$ cat src/rtl/dataram_arbiter_pkg.sv
// Shared memory-side definitions: access owners, arbiter FSM states,
// grant vector bit positions and the load/store opcode constants.
package dataram_arbiter_pkg;

  typedef enum logic [1:0] {
    OWN_NONE = 2'd0,
    OWN_LD   = 2'd1,
    OWN_ST   = 2'd2,
    OWN_EXT  = 2'd3
  } owner_e;

  typedef enum logic [1:0] {
    ARB     = 2'd0,
    LOCK_LD = 2'd1,
    LOCK_ST = 2'd2
  } arb_state_e;

  // Bit positions inside the one-hot grant vector {ext, st, ld}
  localparam int GNT_LD  = 0;
  localparam int GNT_ST  = 1;
  localparam int GNT_EXT = 2;

  localparam logic [2:0] LOAD_B  = 3'b000;
  localparam logic [2:0] LOAD_H  = 3'b001;
  localparam logic [2:0] LOAD_W  = 3'b010;
  localparam logic [2:0] LOAD_BU = 3'b100;
  localparam logic [2:0] LOAD_HU = 3'b101;
  localparam logic [2:0] STORE_B = 3'b000;
  localparam logic [2:0] STORE_H = 3'b001;
  localparam logic [2:0] STORE_W = 3'b010;

endpackage

$ cat src/rtl/dataram_arbiter_if.sv
// Requester and SRAM-side signal bundle of the data RAM arbiter.
interface dataram_arbiter_if #(
  parameter int AW = 32
);
  logic          ld_req;
  logic [AW-1:0] ld_addr;
  logic          ld_lock;
  logic          ld_gnt;
  logic          ld_rvalid;
  logic [31:0]   ld_rdata;

  logic          st_req;
  logic [AW-1:0] st_addr;
  logic [31:0]   st_wdata;
  logic [3:0]    st_wstrb;
  logic          st_lock;
  logic          st_gnt;

  logic          ext_req;
  logic          ext_we;
  logic [AW-1:0] ext_addr;
  logic [31:0]   ext_wdata;
  logic [3:0]    ext_wstrb;
  logic          ext_gnt;
  logic          ext_rvalid;
  logic [31:0]   ext_rdata;
  logic          ext_starved;

  logic          ram_cs;
  logic          ram_we;
  logic [AW-1:0] ram_addr;
  logic [31:0]   ram_wdata;
  logic [3:0]    ram_wstrb;
  logic [31:0]   ram_rdata;

  modport slave (
    input  ld_req, ld_addr, ld_lock,
    input  st_req, st_addr, st_wdata, st_wstrb, st_lock,
    input  ext_req, ext_we, ext_addr, ext_wdata, ext_wstrb,
    input  ram_rdata,
    output ld_gnt, ld_rvalid, ld_rdata, st_gnt,
    output ext_gnt, ext_rvalid, ext_rdata, ext_starved,
    output ram_cs, ram_we, ram_addr, ram_wdata, ram_wstrb
  );

  modport master (
    output ld_req, ld_addr, ld_lock,
    output st_req, st_addr, st_wdata, st_wstrb, st_lock,
    output ext_req, ext_we, ext_addr, ext_wdata, ext_wstrb,
    output ram_rdata,
    input  ld_gnt, ld_rvalid, ld_rdata, st_gnt,
    input  ext_gnt, ext_rvalid, ext_rdata, ext_starved,
    input  ram_cs, ram_we, ram_addr, ram_wdata, ram_wstrb
  );

endinterface

$ cat src/rtl/dataram_prio_sel.sv
// Fixed-priority pick among load, store and external requesters; a starved
// external requester jumps to the front of the queue.
module dataram_prio_sel
  import dataram_arbiter_pkg::*;
(
  input  logic       ld_req,
  input  logic       st_req,
  input  logic       ext_req,
  input  logic       starved,
  output logic [2:0] gnt
);

  always_comb begin
    gnt = '0;
    if (ext_req && starved) gnt[GNT_EXT] = 1'b1;
    else if (ld_req)        gnt[GNT_LD]  = 1'b1;
    else if (st_req)        gnt[GNT_ST]  = 1'b1;
    else if (ext_req)       gnt[GNT_EXT] = 1'b1;
  end

endmodule

$ cat src/rtl/dataram_arbiter.sv
// Single-port data RAM arbiter: load/store/external requesters, lock hold for
// split accesses, starvation promotion for the external port, read return tag.
module dataram_arbiter
  import dataram_arbiter_pkg::*;
#(
  parameter int STARVE_MAX = 8,
  parameter int AW         = 32
) (
  input  logic              clk,
  input  logic              cpurst_n,
  dataram_arbiter_if.slave  bus
);

  localparam int CW = $clog2(STARVE_MAX + 1);

  arb_state_e    state_q, state_d;
  owner_e        rd_tag_p1, rd_tag_p0;
  logic [CW-1:0] starve_cnt_q;
  logic          starved;
  logic [2:0]    sel_gnt;
  logic [2:0]    gnt;

  logic          ram_cs_c;
  logic          ram_we_c;
  logic [AW-1:0] ram_addr_c;
  logic [31:0]   ram_wdata_c;
  logic [3:0]    ram_wstrb_c;

  assign starved = (starve_cnt_q == CW'(STARVE_MAX));

  dataram_prio_sel u_prio_sel (
    .ld_req  (bus.ld_req),
    .st_req  (bus.st_req),
    .ext_req (bus.ext_req),
    .starved (starved),
    .gnt     (sel_gnt)
  );

  // While locked only the owner may be granted, and starvation cannot preempt it
  always_comb begin
    state_d = state_q;
    gnt     = '0;
    case (state_q)
      ARB: begin
        gnt = sel_gnt;
        if (sel_gnt[GNT_LD] && bus.ld_lock)      state_d = LOCK_LD;
        else if (sel_gnt[GNT_ST] && bus.st_lock) state_d = LOCK_ST;
      end
      LOCK_LD: begin
        gnt[GNT_LD] = bus.ld_req;
        if (!(bus.ld_req && bus.ld_lock)) state_d = ARB;
      end
      LOCK_ST: begin
        gnt[GNT_ST] = bus.st_req;
        if (!(bus.st_req && bus.st_lock)) state_d = ARB;
      end
      default: state_d = ARB;
    endcase
  end

  always_comb begin
    ram_cs_c    = 1'b0;
    ram_we_c    = 1'b0;
    ram_addr_c  = '0;
    ram_wdata_c = '0;
    ram_wstrb_c = '0;
    rd_tag_p0   = OWN_NONE;
    if (gnt[GNT_LD]) begin
      ram_cs_c   = 1'b1;
      ram_addr_c = bus.ld_addr;
      rd_tag_p0  = OWN_LD;
    end else if (gnt[GNT_ST]) begin
      ram_cs_c    = 1'b1;
      ram_we_c    = 1'b1;
      ram_addr_c  = bus.st_addr;
      ram_wdata_c = bus.st_wdata;
      ram_wstrb_c = bus.st_wstrb;
    end else if (gnt[GNT_EXT]) begin
      ram_cs_c    = 1'b1;
      ram_we_c    = bus.ext_we;
      ram_addr_c  = bus.ext_addr;
      ram_wdata_c = bus.ext_wdata;
      ram_wstrb_c = bus.ext_wstrb;
      rd_tag_p0   = bus.ext_we ? OWN_NONE : OWN_EXT;
    end
  end

  // Stage p0 -> p1: grant decision registered as read-return owner
  always_ff @(posedge clk or negedge cpurst_n) begin
    if (!cpurst_n) begin
      state_q      <= ARB;
      rd_tag_p1    <= OWN_NONE;
      starve_cnt_q <= '0;
    end else begin
      state_q   <= state_d;
      rd_tag_p1 <= rd_tag_p0;
      if (!bus.ext_req || gnt[GNT_EXT]) starve_cnt_q <= '0;
      else if (!starved)                starve_cnt_q <= starve_cnt_q + CW'(1);
    end
  end

  assign bus.ld_gnt      = gnt[GNT_LD];
  assign bus.st_gnt      = gnt[GNT_ST];
  assign bus.ext_gnt     = gnt[GNT_EXT];
  assign bus.ext_starved = starved;

  assign bus.ram_cs    = ram_cs_c;
  assign bus.ram_we    = ram_we_c;
  assign bus.ram_addr  = ram_addr_c;
  assign bus.ram_wdata = ram_wdata_c;
  assign bus.ram_wstrb = ram_wstrb_c;

  assign bus.ld_rvalid  = (rd_tag_p1 == OWN_LD);
  assign bus.ext_rvalid = (rd_tag_p1 == OWN_EXT);
  assign bus.ld_rdata   = bus.ld_rvalid  ? bus.ram_rdata : 32'h0;
  assign bus.ext_rdata  = bus.ext_rvalid ? bus.ram_rdata : 32'h0;

endmodule

$ cat src/flat_wrapper.sv
// flat-port wrapper written by rule: the top's interface ports become plain ports
module dataram_arbiter_flat import dataram_arbiter_pkg::*;
#(
  parameter int STARVE_MAX = 8,
  parameter int AW         = 32
)
  (clk, cpurst_n, bus_ld_req, bus_ld_addr, bus_ld_lock, bus_st_req, bus_st_addr, bus_st_wdata, bus_st_wstrb, bus_st_lock, bus_ext_req, bus_ext_we, bus_ext_addr, bus_ext_wdata, bus_ext_wstrb, bus_ram_rdata, bus_ld_gnt, bus_ld_rvalid, bus_ld_rdata, bus_st_gnt, bus_ext_gnt, bus_ext_rvalid, bus_ext_rdata, bus_ext_starved, bus_ram_cs, bus_ram_we, bus_ram_addr, bus_ram_wdata, bus_ram_wstrb);
  dataram_arbiter_if #(.AW(AW)) bus_i ();
  input  logic clk;
  input  logic cpurst_n;
  input wire logic [$bits(bus_i.ld_req)-1:0] bus_ld_req;
  input wire logic [$bits(bus_i.ld_addr)-1:0] bus_ld_addr;
  input wire logic [$bits(bus_i.ld_lock)-1:0] bus_ld_lock;
  input wire logic [$bits(bus_i.st_req)-1:0] bus_st_req;
  input wire logic [$bits(bus_i.st_addr)-1:0] bus_st_addr;
  input wire logic [$bits(bus_i.st_wdata)-1:0] bus_st_wdata;
  input wire logic [$bits(bus_i.st_wstrb)-1:0] bus_st_wstrb;
  input wire logic [$bits(bus_i.st_lock)-1:0] bus_st_lock;
  input wire logic [$bits(bus_i.ext_req)-1:0] bus_ext_req;
  input wire logic [$bits(bus_i.ext_we)-1:0] bus_ext_we;
  input wire logic [$bits(bus_i.ext_addr)-1:0] bus_ext_addr;
  input wire logic [$bits(bus_i.ext_wdata)-1:0] bus_ext_wdata;
  input wire logic [$bits(bus_i.ext_wstrb)-1:0] bus_ext_wstrb;
  input wire logic [$bits(bus_i.ram_rdata)-1:0] bus_ram_rdata;
  output wire logic [$bits(bus_i.ld_gnt)-1:0] bus_ld_gnt;
  output wire logic [$bits(bus_i.ld_rvalid)-1:0] bus_ld_rvalid;
  output wire logic [$bits(bus_i.ld_rdata)-1:0] bus_ld_rdata;
  output wire logic [$bits(bus_i.st_gnt)-1:0] bus_st_gnt;
  output wire logic [$bits(bus_i.ext_gnt)-1:0] bus_ext_gnt;
  output wire logic [$bits(bus_i.ext_rvalid)-1:0] bus_ext_rvalid;
  output wire logic [$bits(bus_i.ext_rdata)-1:0] bus_ext_rdata;
  output wire logic [$bits(bus_i.ext_starved)-1:0] bus_ext_starved;
  output wire logic [$bits(bus_i.ram_cs)-1:0] bus_ram_cs;
  output wire logic [$bits(bus_i.ram_we)-1:0] bus_ram_we;
  output wire logic [$bits(bus_i.ram_addr)-1:0] bus_ram_addr;
  output wire logic [$bits(bus_i.ram_wdata)-1:0] bus_ram_wdata;
  output wire logic [$bits(bus_i.ram_wstrb)-1:0] bus_ram_wstrb;
  assign bus_i.ld_req = bus_ld_req;
  assign bus_i.ld_addr = bus_ld_addr;
  assign bus_i.ld_lock = bus_ld_lock;
  assign bus_i.st_req = bus_st_req;
  assign bus_i.st_addr = bus_st_addr;
  assign bus_i.st_wdata = bus_st_wdata;
  assign bus_i.st_wstrb = bus_st_wstrb;
  assign bus_i.st_lock = bus_st_lock;
  assign bus_i.ext_req = bus_ext_req;
  assign bus_i.ext_we = bus_ext_we;
  assign bus_i.ext_addr = bus_ext_addr;
  assign bus_i.ext_wdata = bus_ext_wdata;
  assign bus_i.ext_wstrb = bus_ext_wstrb;
  assign bus_i.ram_rdata = bus_ram_rdata;
  assign bus_ld_gnt = bus_i.ld_gnt;
  assign bus_ld_rvalid = bus_i.ld_rvalid;
  assign bus_ld_rdata = bus_i.ld_rdata;
  assign bus_st_gnt = bus_i.st_gnt;
  assign bus_ext_gnt = bus_i.ext_gnt;
  assign bus_ext_rvalid = bus_i.ext_rvalid;
  assign bus_ext_rdata = bus_i.ext_rdata;
  assign bus_ext_starved = bus_i.ext_starved;
  assign bus_ram_cs = bus_i.ram_cs;
  assign bus_ram_we = bus_i.ram_we;
  assign bus_ram_addr = bus_i.ram_addr;
  assign bus_ram_wdata = bus_i.ram_wdata;
  assign bus_ram_wstrb = bus_i.ram_wstrb;
  dataram_arbiter #(.STARVE_MAX(STARVE_MAX), .AW(AW)) u_core (.clk(clk), .cpurst_n(cpurst_n), .bus(bus_i));
endmodule
$ cat config.mk
export PLATFORM = sky130hd
export DESIGN_NAME = dataram_arbiter_flat
export DESIGN_NICKNAME = d
export VERILOG_FILES = /design/src/rtl/dataram_arbiter_pkg.sv /design/src/rtl/dataram_arbiter_if.sv /design/src/rtl/dataram_prio_sel.sv /design/src/rtl/dataram_arbiter.sv /design/src/flat_wrapper.sv
export SDC_FILE = /design/constraint.sdc
export NUM_CORES = 1
export LEC_CHECK = 0
export CELL_PAD_IN_SITES_DETAIL_PLACEMENT = 2
export CELL_PAD_IN_SITES_GLOBAL_PLACEMENT = 2
export CORE_UTILIZATION = 10
export CTS_CLUSTER_SIZE = 28
export DETAILED_ROUTE_END_ITERATION = 10
export HOLD_SLACK_MARGIN = 0.06
export PLACE_DENSITY_LB_ADDON = 0.08
export REMOVE_ABC_BUFFERS = 1
export SYNTH_ARGS = -nofsm -noshare
export SYNTH_HDL_FRONTEND = slang
export SYNTH_HIERARCHICAL = 1
export SYNTH_SLANG_ARGS = --single-unit
$ cat constraint.sdc
create_clock -name clk -period 3 [get_ports clk]
set_input_delay 0.6 -clock clk [delete_from_list [all_inputs] [get_ports clk]]
set_output_delay 0.6 -clock clk [all_outputs]
set_load 0.05 [all_outputs]
==> flow_metrics.py, run 1 <==
metrics = {
    "setup_path": {
        "cp-start-kind": "register",
        "critical_path_buf_inv_count": 8,
        "critical_path.cell_chain": "inv_2 > ha_4 > nand3b_1 > inv_2 > buf_6 > a211oi_4 > buf_6 > buf_12 > mux2i_4 > buf_12 > clkbuf_16 > o211ai_1 > a21oi_2 > buf_12",
        "critical-path-top-delay-family": "buffers and inverters",
        "critPathKind": "register to output port",
        "arrival_ns": 2.51,
        "setup.worst_path.end_class": "output port",
        "path_max_fanout": 8,
        "r2r_slack_ns": 0.07,
        "cpMostUsedCell": "buf_12",
        "required_ns": 2.40,
        "cp_slowest_stage_delay_ns": 0.36,
        "cpMaxStageDelayCell": "dfrtp_1",
    },
    "placement": {
        "dp_hpwl_um": 16210,
        "pre_cts_slack_ns": -0.2474,
        "gp_congestion": 0.7515,
        "portBuffers": 347,
        "dp.cells": 1018,
        "dpl_cell_area_um2": 7015,
    },
    "yosys": {
        "synthFlopType": "dfrtp_1",
        "synth_area_leaders": "a21oi_1 (14%), a32oi_1 (12%), o211ai_1 (11%)",
        "ys_top_cells_by_count": "a21oi_1 (68), clkbuf_1 (37), nand3_1 (37)",
        "synth_cell_types": 35,
        "yosysSeqAreaShare_pct": 8.359,
        "synth.most_common_cell": "a21oi_1",
        "synth_area_per_cell_um2": 6.455,
        "synth_largest_area_cell": "a21oi_1",
        "async_reset_ff_share_pct": 100.0,
        "netlist_instances": 371,
        "synth_area_um2": 2395,
        "synth-seq-cells": 8,
        "synth_top_area_share_pct": 14.21,
        "yosysWarnings": 6,
        "synth-edff-count": 0,
    },
    "floorplanning": {
        "fp.dieW_um": 156.8,
        "core.rowCount": 56,
        "initial_core_util_pct": 10.20,
        "core-area_um2": 23470,
        "fp.dieH_um": 156.8,
        "die_area_um2": 24570,
        "io_pins": 348,
    },
    "power_and_ir_drop": {
        "powerDensity_nw_per_um2": 275.5,
        "switchingPower_uw": 1055,
        "p_seq_share_pct": 5.7,
        "peakVddDrop_mv": 0.1338,
        "leakage_uw": 0.003064,
        "intPower_uw": 1124,
        "switching_share_pct": 48.44,
        "p_clk_share_pct": 10.6,
        "combPwrFrac_pct": 83.7,
    },
    "timing": {
        "rsz0062_at_grt": "yes",
        "maxSlewViolCount": 0,
        "holdWs_ns": 0.5609,
        "finalCritPeriodShare_pct": 103.8,
        "min_period_ns": 3.115,
        "relSlewSlack_pct": 64.58,
        "hold_viol_final": 0,
        "fmax_ghz": 0.3211,
        "setup_viol": 67,
        "fin_setup_tns_ns": -3.932,
        "skew_ns": 0.004785,
        "setup_ws_ns": -0.1146,
        "tightest_slew_ns": 0.5296,
    },
    "global_routing": {
        "grt_first_pass_wirelength_um": 30760,
        "grtUsageTotal_pct": 16.23,
        "grt_antenna_before_repair": 0,
        "grt_util_met1_pct": 18.26,
        "grt_busiest_layer": "met2",
        "grt_remaining_overflow": 0,
        "use_met3_pct": 3.157,
        "grt_pass1_vias": 5069,
        "grtUsageMet2_pct": 31.47,
        "grt_max_degree": 38,
    },
    "route": {
        "drt_wl_total_um": 21910,
        "first_pass_iters": 4,
        "wl_per_cell_um": 20.71,
        "vias": 4620,
        "drc_errors": 0,
        "drtIter0Drc": 117,
        "antenna_left": 0,
        "viasPerCell": 4.367,
    },
    "clock_network": {
        "htree_num_levels": 1,
        "clock_path_buffers": 2,
        "cts_tree": "built",
        "cts_buffers": 3,
        "cts_hold_buffers": 0,
        "clk_latency_ns": 0.24,
        "cts_sinks": 8,
        "ctsRootBufferMaster": "clkbuf_16",
        "path_clk_slew_ns": 0.04,
    },
    "finish": {
        "drive_gt1_share_pct": 36.54,
        "antennaDiodeCount": 0,
        "final_nets": 951,
        "area.growth.synth_to_final_pct": 230.3,
        "layout.cells.non_filler": 1058,
        "fin_area_um2": 7910,
    },
    "run": {
        "maxCapViolations": 0,
    },
    "run_status": {
        "failed_checks": "negative setup slack",
        "status": "finished with violations",
    },
    "min_path": {
        "min-delay-path-class": "register to register",
    },
}
-- registers in the layout, summed over array words and instances (netlist names) --
| signal | count |
|---|---|
| u_core/state_q | 2 |
| u_core/starve_cnt_q | 4 |
| u_core/rd_tag_p1 | 2 |
-- layer usage --
layer  up-vias  share of wire [%]
met2       203                 53
li1       2158                  -
met3        16                6.5
met1      2243                 39
met5         -                  0
met4         0                1.2
-- cells by family after synthesis --
kind of cell,Yosys count,synth area share (%)
multiplexers,4,2.247
XOR/XNOR,3,1.097
AND/OR/NAND/NOR,153,36.63
buffers and inverters,59,11.13
AO/OA/AOI/OAI,142,39.50
flip-flops,8,8.359
adder cells (fa/ha/maj),2,1.045
-- cell usage in the layout, fill, tap and decap left out, types with 29 or more instances in the layout --
cell type / count
nor3_1: 33
o211ai_1: 36
and2_1: 34
buf_4: 88
nand3_1: 37
buf_12: 87
a21oi_2: 39
a21oi_1: 29
and3_1: 33
clkdlybuf4s50_1: 215
-- repair_timing --
action,4_1_cts,5_1_grt
gates cloned,3,8
pin swaps,43,29
setup buffers,26,5
endpoints found under the setup margin,71,73
resized for setup,64,26
hold endpoints to repair,0,0
-- power by group through the flow --
stage	clock (uW)	sequential [uW]	combinational, uW
floorplan	0	142	738
global placement	0	126	1670
detailed placement	0	127	1690
CTS	225	124	1770
global route	243	125	1910
finish	231	125	1820
-- per-stage QoR --
step                      utilization, %  power, uW
after floorplan                        -      880.2
after global placement             29.89       1795
after detailed placement           29.89       1818
after CTS                          32.52       2119
after global routing               33.70       2279
final                              33.70       2179
-- worst paths after layout --
check,cells past startpoint,endpoint,startpoint
max,14,bus_ram_wdata[2],u_core/starve_cnt_q[1]
min,2,u_core/starve_cnt_q[3],u_core/starve_cnt_q[3]
max reg2reg,20,u_core/starve_cnt_q[1],u_core/starve_cnt_q[1]
min reg2reg,2,u_core/starve_cnt_q[3],u_core/starve_cnt_q[3]
max in group asynchronous,1,u_core/rd_tag_p1[1],cpurst_n
min in group asynchronous,1,u_core/starve_cnt_q[0],cpurst_n
-- tightest hold or removal path, stage by stage (launching register included) --
cell	delay, ns
dfrtp_1	0.36
xor2_1	0.08
nor2_1	0.08
-- area by class of cell --
type | count | area (um^2)
Inverter | 7 | 36.28
Multi-Input combinational cell | 304 | 2198
Clock buffer | 3 | 75.07
Timing Repair Buffer | 417 | 5001
Fill cell | 2558 | 15560
Tap cell | 319 | 399.1
Sequential cell | 8 | 200.2
No activity file was read; power rests on OpenSTA's default activity.
==> inputs of run 2 (changes only) <==
CELL_PAD_IN_SITES_DETAIL_PLACEMENT = 1   (was 2)
==> run 2 against run 1 <==
  * The flow still finishes with violations (negative setup slack)
  * First-iteration DRC count decreased by 2.6%
  * Via count decreased by 1.9%
  * Power decreased by 2.8%
  * Clock-buffer cell count unchanged
  * Combinational power decreased by 3%
  * Critical endpoint is now bus_ram_addr[22]
  * Flip-flop and latch count unchanged
  * Clock skew decreased by 0.0019 ns
  * Wire length decreased by 8.8%
  * Cell area decreased by 2.8%
==> flow_metrics.py, run 2 (synthesis results as in run 1) <==
metrics = {
    "timing": {
        "fmax_ghz": 0.3274,
        "tightest_slew_ns": 0.5312,
        "skew_ns": 0.002847,
        "finalCritPeriodShare_pct": 101.8,
        "setup_viol": 49,
        "setup_ws_ns": -0.05419,
        "hold_viol_final": 0,
        "min_period_ns": 3.054,
        "rsz0062_at_grt": "yes",
        "maxSlewViolCount": 0,
        "relSlewSlack_pct": 64.47,
    },
    "route": {
        "drc_errors": 0,
        "route.met3.wl_um": 1339,
        "first_pass_iters": 4,
        "drt_wl_total_um": 19980,
        "wl_per_cell_um": 19.05,
        "drt-met1-wl_um": 7775,
        "met2_length_um": 10620,
        "drtIter0Drc": 114,
        "antenna_left": 0,
        "viasPerCell": 4.319,
        "vias": 4531,
        "top_layer": "met5",
    },
    "setup_path": {
        "critPathKind": "register to output port",
        "ff2ff_path_depth": 19,
        "r2r_start": "u_core/starve_cnt_q[1]",
        "setup.worst_path.end_class": "output port",
        "r2r_slack_ns": 0.16,
        "required_ns": 2.40,
        "path_max_fanout": 6,
        "arrival_ns": 2.45,
        "worstReg2RegEnd": "u_core/starve_cnt_q[1]",
        "cp-start-kind": "register",
    },
    "finish": {
        "largest_reg_flops": 4,
        "regMostFlops": "u_core/starve_cnt_q",
        "final_nets": 942,
        "drive_gt1_share_pct": 34.79,
        "area.growth.synth_to_final_pct": 221.0,
        "layout_commonest_cell": "clkdlybuf4s50_1",
        "nFillCells": 2671,
        "fin_area_um2": 7686,
        "top_regs": "u_core/starve_cnt_q x4, u_core/rd_tag_p1 x2, u_core/state_q x2",
        "layout.cells.non_filler": 1049,
        "antennaDiodeCount": 0,
        "layout_common_cells": "clkdlybuf4s50_1 (215), buf_4 (86), buf_12 (83), a21oi_2 (39), nand3_1 (37)",
    },
    "global_routing": {
        "grtUsageTotal_pct": 15.08,
        "grt_pass1_vias": 4770,
        "grt_first_pass_wirelength_um": 28720,
        "grt_antenna_before_repair": 1,
        "grt_max_degree": 38,
        "grt_remaining_overflow": 0,
    },
    "run_status": {
        "failed_checks": "negative setup slack",
        "status": "finished with violations",
    },
    "floorplanning": {
        "die_area_um2": 24570,
        "initial_core_util_pct": 10.20,
        "io_pins": 348,
        "core.rowCount": 56,
        "core-area_um2": 23470,
        "fp.dieW_um": 156.8,
        "fp.dieH_um": 156.8,
    },
    "placement": {
        "gp_congestion": 0.7515,
        "dpl_cell_area_um2": 7015,
        "dp.cells": 1018,
        "dp_hpwl_um": 15020,
        "portBuffers": 347,
        "pre_cts_slack_ns": -0.2141,
    },
    "run": {
        "maxCapViolations": 0,
    },
    "clock_network": {
        "cts_buffers": 3,
        "path_clk_slew_ns": 0.04,
        "cts_tree": "built",
        "ctsRootBufferMaster": "clkbuf_16",
        "cts_sinks": 8,
        "clk_latency_ns": 0.24,
        "htree_num_levels": 1,
        "clock_path_buffers": 2,
    },
    "min_path": {
        "min-delay-path-class": "register to register",
        "hold_depth": 2,
        "min-delay-start": "u_core/starve_cnt_q[3]",
        "hold_end": "u_core/starve_cnt_q[3]",
    },
    "power_and_ir_drop": {
        "leakage_uw": 0.002959,
        "peakVddDrop_mv": 0.1216,
        "p_clk_share_pct": 10.8,
        "switchingPower_uw": 1028,
        "combPwrFrac_pct": 83.3,
        "p_seq_share_pct": 5.8,
        "powerDensity_nw_per_um2": 275.5,
        "intPower_uw": 1090,
        "switching_share_pct": 48.55,
    },
}
run 2: area by class of cell:
cell class	instances	area, um^2	area share, %
clock buffers	3	75.07	0.9767
inverters	7	43.79	0.5698
repair buffers	408	4810	62.58
well taps	319	399.1	5.193
flip-flops and latches	8	200.2	2.605
multi-input cells	304	2158	28.08
run 2: worst max-delay path: stages, from the launching register on:
cell and delay, ns:
dfrtp_1 0.38, inv_1 0.07, ha_2 0.17, nand3b_1 0.13, inv_2 0.12, buf_6 0.11, a211oi_4 0.06, buf_6 0.13
nor4b_4 0.22, buf_6 0.18, clkbuf_16 0.16, a32oi_1 0.06, a21oi_1 0.19, buf_4 0.22
run 2: repair_timing:
item / in CTS / in global routing
setup endpoints to repair: 70 / 73
gates resized for setup: 58 / 21
gates cloned: 3 / 5
pin swaps: 34 / 67
hold buffers: 0 / 0
setup buffers: 24 / 2
run 2: power groups by stage:
stage | combinational, uW | clock, uW | sequential (uW)
2_1_floorplan | 738 | 0 | 142
3_3_place_gp | 1670 | 0 | 126
3_5_place_dp | 1680 | 0 | 126
4_1_cts | 1740 | 226 | 124
5_1_grt | 1850 | 243 | 125
6_report | 1770 | 229 | 124
run 2: worst max path at each step:
stage / start / to / cells past startpoint
final: u_core/starve_cnt_q[1] / bus_ram_addr[22] / 13
after global routing: u_core/starve_cnt_q[1] / bus_ram_addr[22] / 13
after CTS: u_core/starve_cnt_q[1] / bus_ram_addr[25] / 13
after detailed placement: bus_st_req / bus_ram_wdata[8] / 9
after global placement: bus_st_req / bus_ram_wdata[18] / 9
after floorplan: u_core/starve_cnt_q[0] / bus_ram_wdata[0] / 9
run 2: per-layer routing:
| metal | up-vias | GRT usage [%] |
|---|---|---|
| met1 | 2176 | 17.21 |
| met3 | 14 | 2.742 |
| li1 | 2140 | - |
| met5 | - | 0 |
| met4 | 2 | 2.661 |
| met2 | 199 | 28.97 |
run 2: metrics by stage:
step / power (uW) / setup TNS, ns / hold WS, ns / util, %
6_report: 2118 / -1.008 / 0.5963 / 32.75
5_1_grt: 2220 / -7.814 / 0.5993 / 32.75
4_1_cts: 2094 / 0 / 0.5624 / 32.05
3_5_place_dp: 1808 / -10.24 / 0.5546 / 29.89
3_3_place_gp: 1795 / -10.30 / 0.5321 / 29.89
2_1_floorplan: 880.2 / -139.98 / 0.3044 / -
==> inputs of run 3 (changes only) <==
TNS_END_PERCENT = 30   (was default)
==> run 3 against run 2 <==
  * The flow still finishes with violations (negative setup slack)
  * Power is 0.76% lower
  * Wire length fell by 0.54%
  * Via count about the same
  * Critical path depth decreased by 2
  * Clock power hardly changed
  * Highest routed layer unchanged
==> flow_metrics.py, run 3 (synthesis results as in run 1) <==
metrics = {
    "power_and_ir_drop": {
        "peakVddDrop_mv": 0.1446,
        "power_uw": 2102,
        "leakage_uw": 0.002951,
        "powerDensity_nw_per_um2": 274.7,
    },
    "route": {
        "viasPerCell": 4.320,
        "wl_per_cell_um": 18.95,
        "drtIter0Drc": 120,
        "vias": 4532,
        "first_pass_iters": 4,
        "drt_wl_total_um": 19880,
        "drc_errors": 0,
        "antenna_left": 0,
    },
    "timing": {
        "setup_viol": 16,
        "tightest_slew_ns": 0.5312,
        "finalCritPeriodShare_pct": 101.2,
        "rsz0062_at_grt": "yes",
        "maxSlewViolCount": 0,
        "fmax_ghz": 0.3294,
        "relSlewSlack_pct": 64.47,
        "setup_ws_ns": -0.03622,
        "skew_ns": 0.002848,
        "holdWs_ns": 0.5877,
        "min_period_ns": 3.036,
        "hold_viol_final": 0,
    },
    "global_routing": {
        "grt_antenna_before_repair": 1,
        "grt_first_pass_wirelength_um": 28690,
        "grtUsageTotal_pct": 15.09,
        "grt_max_degree": 38,
        "grt_pass1_vias": 4762,
        "grt_remaining_overflow": 0,
    },
    "setup_path": {
        "setup.worst_path.end_class": "output port",
        "required_ns": 2.40,
        "arrival_ns": 2.44,
        "r2r_slack_ns": 0.10,
        "cp-start-kind": "register",
        "path_max_fanout": 8,
        "critPathKind": "register to output port",
    },
    "placement": {
        "dpl_cell_area_um2": 7015,
        "gp_congestion": 0.7515,
        "dp_hpwl_um": 15020,
        "portBuffers": 347,
    },
    "clock_network": {
        "cts_tree": "built",
        "path_clk_slew_ns": 0.04,
        "ctsRootBufferMaster": "clkbuf_16",
        "cts_buffers": 3,
        "clk_latency_ns": 0.24,
        "clock_path_buffers": 2,
        "htree_num_levels": 1,
        "cts_sinks": 8,
    },
    "run_status": {
        "status": "finished with violations",
        "failed_checks": "negative setup slack",
    },
    "floorplanning": {
        "fp.dieH_um": 156.8,
        "core.rowCount": 56,
        "fp.dieW_um": 156.8,
        "io_pins": 348,
        "die_area_um2": 24570,
        "initial_core_util_pct": 10.20,
        "core-area_um2": 23470,
    },
    "finish": {
        "area.growth.synth_to_final_pct": 219.4,
        "nFillCells": 2670,
        "seqCellArea_um2": 200.2,
        "fin_util_pct": 32.59,
        "largest_reg_flops": 4,
        "fin_area_um2": 7650,
        "drive_gt1_share_pct": 34.25,
        "layout_common_cells": "clkdlybuf4s50_1 (215), buf_4 (85), buf_12 (83), a21oi_2 (38), nand3_1 (37)",
        "regMostFlops": "u_core/starve_cnt_q",
        "final_nets": 942,
        "layout_commonest_cell": "clkdlybuf4s50_1",
        "top_regs": "u_core/starve_cnt_q x4, u_core/rd_tag_p1 x2, u_core/state_q x2",
        "antennaDiodeCount": 0,
        "multi_input_area_um2": 2135,
    },
    "run": {
        "maxCapViolations": 0,
    },
    "min_path": {
        "min-delay-path-class": "register to register",
    },
}
run 3: changes by cell type in the layout (fill, tap and decap cells not counted), sizes merged:
cell    delta
inv        +1
buf        +1
clkbuf     -1
clkinv     -1
run 3: per-stage QoR:
stage	setup TNS [ns]	std cells	setup slack (ns)
after global routing	-8.407	1049	-0.1541
after floorplan	-139.98	319	-2.245
after global placement	-10.30	1018	-0.1833
final	-0.2100	1049	-0.03622
after detailed placement	-10.24	1018	-0.2141
after CTS	-0.1713	1047	-0.03180
run 3: critical path, cell delays in order, from the launching register on:
cell and delay, ns:
dfrtp_1 0.38, inv_1 0.07, ha_2 0.17, nand3b_1 0.13
inv_2 0.11, o21a_1 0.14, or3b_4 0.43, clkinv_8 0.11
clkbuf_16 0.16, o211ai_1 0.10, a21oi_2 0.23, buf_12 0.16
run 3: routing by layer:
layer	track usage, %	wire length, um	up-vias
met4	2.661	218	2
li1	-	-	2145
met1	17.32	7667	2170
met5	0	13	-
met3	2.742	1401	14
met2	28.87	10570	201
run 3: timing repair:
item                                    CTS  global route
cloned                                    3             4
gates resized for setup                  56            20
endpoints found under the setup margin   70            74
pin swaps                                42            45
buffers inserted                         24             1
hold buffers                              0             0
run 3: area by class of cell:
type,count,share of cell area (%)
Timing Repair Buffer,408,62.74
Multi-Input combinational cell,304,27.90
Tap cell,319,5.218
Sequential cell,8,2.617
Clock buffer,3,0.9814
Inverter,7,0.5397
run 3: path summary, 6_finish.rpt:
kind	to	from	cells past startpoint
worst max-delay path	bus_ram_wdata[12]	u_core/starve_cnt_q[1]	11
min in group asynchronous	u_core/starve_cnt_q[2]	cpurst_n	1
worst min register to register	u_core/starve_cnt_q[3]	u_core/starve_cnt_q[3]	2
worst min-delay path	u_core/starve_cnt_q[3]	u_core/starve_cnt_q[3]	2
max in group asynchronous	u_core/rd_tag_p1[0]	cpurst_n	1
worst max register to register	u_core/starve_cnt_q[1]	u_core/starve_cnt_q[1]	20
run 3: power breakdown:
part,total (uW),internal (uW),switching [uW]
Sequential,124,116,8.17
Clock,229,172,56.5
Combinational,1750,792,957
